--- src/rtl/data_parity_merger.sv ---
// data_parity_merger: merges the even-parity and odd-parity AXI-Stream byte
// channels into one AXI-Stream master using packet-aware round-robin
// arbitration. Every forwarded byte is re-checked against the parity class
// of the channel it came from; tuser flags a mismatch and err_count
// saturates.
// Optional macro DATA_PARITY_MERGE_DROP_EN: mismatched beats without tlast
// are consumed but not forwarded.
// Note: axis_aresetn is a synchronous, active-high reset.
module data_parity_merger #(
  parameter int DATA_WIDTH    = 8,
  parameter int MAX_PKT_LEN   = 8,
  parameter int ERR_CNT_WIDTH = 8
) (
  input  logic                     a_clk,
  input  logic                     axis_aresetn,
  input  logic                     axis_s_tvalid_even,
  input  logic [DATA_WIDTH-1:0]    axis_s_tdata_even,
  input  logic                     axis_s_tlast_even,
  output logic                     axis_s_tready_even,
  input  logic                     axis_s_tvalid_odd,
  input  logic [DATA_WIDTH-1:0]    axis_s_tdata_odd,
  input  logic                     axis_s_tlast_odd,
  output logic                     axis_s_tready_odd,
  output logic                     axis_m_tvalid,
  output logic [DATA_WIDTH-1:0]    axis_m_tdata,
  output logic                     axis_m_tlast,
  output logic                     axis_m_tuser,
  input  logic                     axis_m_tready,
  output logic [ERR_CNT_WIDTH-1:0] err_count
);

  typedef enum logic [1:0] {IDLE, GRANT_EVEN, GRANT_ODD} state_t;

  state_t          state, state_nxt;
  logic            last_grant, last_grant_nxt;   // 1 = odd channel
  logic [7:0]      beat_cnt, beat_cnt_nxt;

  logic                  out_free;
  logic                  sel_odd;
  logic [DATA_WIDTH-1:0] sel_data;
  logic                  sel_last;
  logic                  accept;
  logic                  mismatch;
  logic [7:0]            cnt_inc;
  logic                  pkt_end;
  logic                  drop;
  logic                  fwd;

  // The output slice can take a new beat when empty or draining this cycle.
  assign out_free = !axis_m_tvalid || axis_m_tready;

  assign axis_s_tready_even = (state == GRANT_EVEN) && out_free;
  assign axis_s_tready_odd  = (state == GRANT_ODD)  && out_free;

  assign sel_odd  = (state == GRANT_ODD);
  assign sel_data = sel_odd ? axis_s_tdata_odd : axis_s_tdata_even;
  assign sel_last = sel_odd ? axis_s_tlast_odd : axis_s_tlast_even;

  assign accept = (axis_s_tvalid_even && axis_s_tready_even) ||
                  (axis_s_tvalid_odd  && axis_s_tready_odd);

  // Even channel must carry parity 0, odd channel parity 1.
  assign mismatch = (^sel_data) ^ sel_odd;

  assign cnt_inc = beat_cnt + 8'd1;
  assign pkt_end = sel_last || (cnt_inc == 8'(MAX_PKT_LEN));

`ifdef DATA_PARITY_MERGE_DROP_EN
  // A bad beat carrying tlast is still forwarded so framing survives.
  assign drop = mismatch && !sel_last;
`else
  assign drop = 1'b0;
`endif

  assign fwd = accept && !drop;

  // Next-state: arbitrate in IDLE, hold the grant until the packet ends.
  always_comb begin
    state_nxt      = state;
    last_grant_nxt = last_grant;
    beat_cnt_nxt   = beat_cnt;
    case (state)
      IDLE: begin
        if (axis_s_tvalid_even && axis_s_tvalid_odd)
          state_nxt = last_grant ? GRANT_EVEN : GRANT_ODD;
        else if (axis_s_tvalid_even)
          state_nxt = GRANT_EVEN;
        else if (axis_s_tvalid_odd)
          state_nxt = GRANT_ODD;
      end
      GRANT_EVEN, GRANT_ODD: begin
        if (fwd) begin
          if (pkt_end) begin
            state_nxt      = IDLE;
            beat_cnt_nxt   = 8'd0;
            last_grant_nxt = sel_odd;
          end else begin
            beat_cnt_nxt = cnt_inc;
          end
        end
      end
      default: state_nxt = IDLE;
    endcase
  end

  // Arbitration state registers.
  always_ff @(posedge a_clk) begin
    if (axis_aresetn) begin
      state      <= IDLE;
      last_grant <= 1'b1;
      beat_cnt   <= 8'd0;
    end else begin
      state      <= state_nxt;
      last_grant <= last_grant_nxt;
      beat_cnt   <= beat_cnt_nxt;
    end
  end

  // Output register slice; a held beat is discarded on reset.
  always_ff @(posedge a_clk) begin
    if (axis_aresetn) begin
      axis_m_tvalid <= 1'b0;
      axis_m_tdata  <= '0;
      axis_m_tlast  <= 1'b0;
      axis_m_tuser  <= 1'b0;
    end else if (fwd) begin
      axis_m_tvalid <= 1'b1;
      axis_m_tdata  <= sel_data;
      axis_m_tlast  <= pkt_end;
      axis_m_tuser  <= mismatch;
    end else if (axis_m_tready) begin
      axis_m_tvalid <= 1'b0;
    end
  end

  // Saturating count of accepted beats with the wrong parity class.
  always_ff @(posedge a_clk) begin
    if (axis_aresetn)
      err_count <= '0;
    else if (accept && mismatch && (err_count != '1))
      err_count <= err_count + 1'b1;
  end

endmodule

--- config.mk ---
export PLATFORM = sky130hd
export DESIGN_NAME = data_parity_merger
export DESIGN_NICKNAME = d
export VERILOG_FILES = /design/src/rtl/data_parity_merger.sv
export SDC_FILE = /design/constraint.sdc
export NUM_CORES = 1
export LEC_CHECK = 0
export ABC_AREA = 0
export CAP_MARGIN = 0
export CORE_UTILIZATION = 48
export DETAILED_ROUTE_END_ITERATION = 12
export PLACE_DENSITY = 0.79
export SKIP_LAST_GASP = 1
export SYNTH_ARGS = -nofsm -noshare
export SYNTH_HDL_FRONTEND = slang
export SYNTH_SLANG_ARGS = --single-unit
--- constraint.sdc ---
create_clock -name a_clk -period 2.6 [get_ports a_clk]
set_input_delay 0.39 -clock a_clk [delete_from_list [all_inputs] [get_ports a_clk]]
set_output_delay 0.39 -clock a_clk [all_outputs]
set_load 0.01 [all_outputs]
# Word-level counts from Yosys, hierarchy flattened
# Cells that the tools add are included.
[totals]
out_inout_bits = 21
in_bits = 23
wordCells = 48
ff_bits = 30
[classes]
reduce_logical = 18
eq_ne = 7
addsub = 2
mux = 12
n_bitwise = 1
[ops]
columns = ["op", "n"]
rows = [
  ["$add A8 B1 Y8 const B", 2],
  ["$mux W8", 2],
  ["$mux W2", 6],
  ["$eq A8 B4 Y1 const B", 1],
  ["$ne A8 B8 Y1 const B", 1],
  ["$reduce_xor A8 Y1", 1],
  ["$logic_and A1 B1 Y1", 7],
  ["$reduce_and A3 Y1", 2],
  ["$ne A2 B2 Y1 const B", 2],
  ["$ne A4 B4 Y1 const B", 1],
  ["$pmux W2 S2", 1],
  ["$logic_or A1 B1 Y1", 3],
  ["$mux W1", 3],
  ["$eq A2 B1 Y1 const B", 1],
  ["$eq A2 B2 Y1 const B", 1],
  ["$logic_not A2 Y1", 1],
  ["$reduce_and A2 Y1", 1],
  ["$reduce_bool A2 Y1", 1],
  ["$reduce_or A2 Y1", 1],
  ["$logic_not A1 Y1", 1],
  ["$xor A1 B1 Y1", 1],
]

# Longest topological paths before layout
# Gate-level depths: netlist (run 1).
[logic_depth]
ltp_word = 7
mapped_depth = 10
depth_no_buf = 8

# Least setup slack after synthesis (run 1)
# No wires, ideal clock.
[synth_timing]
path_kind = "flip-flop to flip-flop"
startpoint = "reg state[0]"
endpoint = "reg err_count[5]"
setup_ns = 0.121
synth_period_minus_slack_ns = 2.033
stages_incl_launch_ff = 9
path_slack_ns = 0.567
required_time_ns = 2.479
n_path_buf = 1
arrival_time_ns = 1.912
path_cell_list = "dfxtp_1 > inv_1 > ha_1 > buf_4 > mux2i_1 > xnor2_1 > xnor2_2 > nor4_1 > mux2_2"
[synth_via]
elab_chain_len = 6
elab_cells_between_ends = 12
classes_between = "2 x eq/ne; 1 x mux; 1 x bitwise; 8 x reduce/logical"
[synth_lines]
columns = ["element", "line_no", "text"]
rows = [
  ["start, declared", "34", "state_t state, state_nxt;"],
  ["start signal, assigned", "113", "state <= state_nxt;"],
  ["$eq A2 B2 Y1 *", "55", "assign sel_odd = (state == GRANT_ODD);"],
  ["via sel_odd", "39", "logic sel_odd;"],
  ["$mux W8 / $logic_and A1 B1 Y1 (equally long branches)", "56, 53", ""],
  ["$reduce_xor A8 Y1 / $logic_and A1 B1 Y1 (equally long branches)", "63, 60", ""],
  ["$xor A1 B1 Y1 / $logic_or A1 B1 Y1 (equally long branches)", "63, 59", ""],
  ["$logic_and A1 B1 Y1 * (2 in a row)", "140", "else if (accept && mismatch && (err_count != '1))"],
  ["end signal, assigned", "141", "err_count <= err_count + 1'b1;"],
  ["end, declared", "29", "output logic [ERR_CNT_WIDTH-1:0] err_count"],
]
# The timed path passes the listed nets; every way through them passes the cells marked *.
# A chain may end at the register's enable or synchronous reset.

# Worst setup path after layout (run 1)
[layout_timing]
startpoint = "reg state[0]"
endpoint = "reg err_count[7]"
# Same word-level chain as after synthesis.

==> results.tsv, run 1 <==
metric	value	unit
Worst Path Max Fanout	10	
# diodes	0	
ys async rst share	0	
VDD IR max	473.0	uV
Post-synth EDFFs	0	
crit share post-route	0.8881	
CTS H-tree lvls	2	
Final Max Slew Viols	0	
Initial DRC Count	67	
storage element area	600.6	sq um
Cells after Synth	197	
post_cts resized	0	
DP HPWL	2722	microns
Setup Buffers After CTS	0	
Slew @ Worst Pin	644.0	ps
post-synth top area cell	dfxtp_1	
vias in the first global route	1422	
final hold vios	0	
first-pass GRT wire length	5927	microns
Overall Power	1.437	mW
Routed Antenna Nets	0	
clock skew	15.43	ps
clk sink count	30	
syn nets	225	
crit path DAT	2540	ps
Post-Synth Adder-Cell Area	0.03709	
critical path launch point type	flip-flop	
multi-input logic area	1030	sq um
input/output buffers	43	
Via Count	1553	
WS Path Type	flip-flop to flip-flop	
post-synthesis sequential area ratio	0.3561	
status	finished, final reports clean	
Worst-path clk slew	90	ps
Req. time, crit path	2840	ps
Post-CTS Hold Buffers	0	
starting density of the core	0.5015	
synthesized flop and latch total	30	
share of cells above drive strength 1	0.1174	
Boundary Pins	44	
die height	61.28	microns
Core Region	3363	sq um
Area contributors post-synth	dfxtp_1 (36%), mux2i_1 (8.9%), nor2_1 (5.3%), a211oi_1 (4.0%), mux2_2 (4.0%)	
FP Rows	21	
syn_area_per_cell	8.562	sq um
Post-Synth XOR/XNOR Area	0.06157	
worst reg2reg setup slack	290	ps
deepest clock path buffer count	2	
Worst slew margin	0.5693	
TritonCTS Buffers	5	
multiplexer area fraction after synthesis	0.1291	
Lkg Pwr	0.8425	nW
largest net degree at the start of global routing	23	
Total GRT Usage	0.2203	
largest family of logic cells by synthesized area	simple AND/OR/NAND/NOR gates	
mapped cell area	1687	sq um
drt first pass iters	4	
worst skew pair latency	350	ps
total die area	3755	sq um
detailed-route vias per instance	5.300	
Hold Path Class	flip-flop to flip-flop	
fin util	0.6789	
RSZ-0062 raised after global routing	no	
wire per inst	12.47	microns
NumNets Final	274	
Max Cap Violations	0	
power per cell area	629.3	nW/um^2
final wirelength	3653	microns
ys flop type	dfxtp_1	
post-synthesis compound-gate area fraction	0.1513	
DRC Markers	0	
final setup fails	0	
area delta synth->final	35.39	%
die width	61.28	microns
fillcell total	321	
setup TNS	0	ps
Simple-Gate Fraction of Synth Area	0.2315	
clock root buffer	clkbuf_4	
Synth top cells by count	dfxtp_1 (30), nor2_1 (24), mux2i_1 (15), a21oi_1 (13)	
CP Capture Type	flip-flop	
initial antenna violation count	0	
Cell Area, Placed	2206	sq um
CTS tree	done	
GPL Wtd Cong	0.8096	
Synth cell types	38	
cell area after layout	2283	sq um
Peak Freq	433.1	MHz
grt ovf	0	
most frequent cell after synthesis	dfxtp_1	
Synthesis Warnings	0	
hold_ws	485.4	ps
top cell type's share of synthesized area	0.3561	
fin crit period	2309	ps
## path summary, 6_finish.rpt
kind / startpoint / endpoint / cells past startpoint
max: state[0]$_SDFFE_PP0P_ / err_count[7]$_SDFFE_PP0P_ / 8
max reg2reg: state[0]$_SDFFE_PP0P_ / err_count[7]$_SDFFE_PP0P_ / 8
min: axis_m_tlast$_SDFFE_PP0P_ / axis_m_tlast$_SDFFE_PP0P_ / 2
min reg2reg: axis_m_tlast$_SDFFE_PP0P_ / axis_m_tlast$_SDFFE_PP0P_ / 2
## sequential cells by signal (all words and copies together) (netlist names)
register,cells
state,2
axis_m_tdata,8
axis_m_tlast,1
beat_cnt,8
axis_m_tuser,1
last_grant,1
err_count,8
axis_m_tvalid,1
## metrics by stage
stage,cells,setup WS [ps]
global placement,285,216.0
global route,293,126.8
CTS,293,278.3
finish,293,291.0
detailed placement,285,115.4
floorplan,197,567.1
## report_power, final
part           switching (mW)  internal [mW]  total, mW
Combinational           0.265          0.266      0.530
Sequential             0.0276          0.506      0.533
Clock                   0.174          0.199      0.373
Total                   0.467          0.970       1.44
## critical path: stages (launching register included)
cell and delay (ps):
dfxtp_1 330, inv_1 80, ha_1 270, buf_12 170, mux2i_1 240, xnor2_1 200
xnor2_2 200, nor4_1 350, mux2_2 360
## area by class of cell
type	instances	area share
clock buffer	5	0.01644
clock inverter	3	0.01753
inverter	6	0.009863
multi-input combinational	153	0.4510
sequential	30	0.2630
tap	46	0.02521
timing repair buffer	50	0.2170
## layout by cell type (no fill, tap or decap), drive strengths merged
cell type       n
clkdlybuf4s50  43
dfxtp          30
nor2           25
mux2i          15
a21oi          13
nand2          10
o21ai          10
a211oi          9
nor2b           7
nand3           7
xor2            7
buf             7
inv             6
mux2            6
ha              5
clkbuf          5
nand2b          4
nor3            4
xnor2           4
and3            3
or3             3
or4             3
and2            2
or2             2
a31oi           2
nor4            2
clkinv          2
a22oi           1
a41o            1
nand3b          1
a21boi          1
or3b            1
nand4           1
o21bai          1
o311a           1
nor3b           1
o31ai           1
bufinv          1
## metal layers
metal	GRT usage	up-vias	wire length [microns]	share of wire
met3	0.07983	5	159	0.044
met1	0.2396	715	1612	0.44
met2	0.3851	33	1819	0.50
li1	-	800	-	-
met5	0	-	0	0
met4	0.09416	0	61	0.017
## cell families (layout without fill, tap and decap cells)
family | after synthesis | in the layout
buf+inv | 14 | 64
fa+ha+maj | 5 | 5
xor+xnor | 11 | 11
flops | 30 | 30
compound gates | 40 | 40
mux | 21 | 21
simple gates | 76 | 76
No activity file was read; power rests on OpenSTA's default activity.
==> run 2, diff against run 1 <==
--- a/config.mk
+++ b/config.mk
@@ -6,8 +6,9 @@
 export NUM_CORES = 1
 export LEC_CHECK = 0
 export ABC_AREA = 0
-export CAP_MARGIN = 0
+export CAP_MARGIN = 5
 export CORE_UTILIZATION = 48
+export CTS_CLUSTER_SIZE = 8
 export DETAILED_ROUTE_END_ITERATION = 12
 export PLACE_DENSITY = 0.79
 export SKIP_LAST_GASP = 1
==> results of run 2 <==
Same layout as run 1: the final DEF is identical, and so are final timing and power.
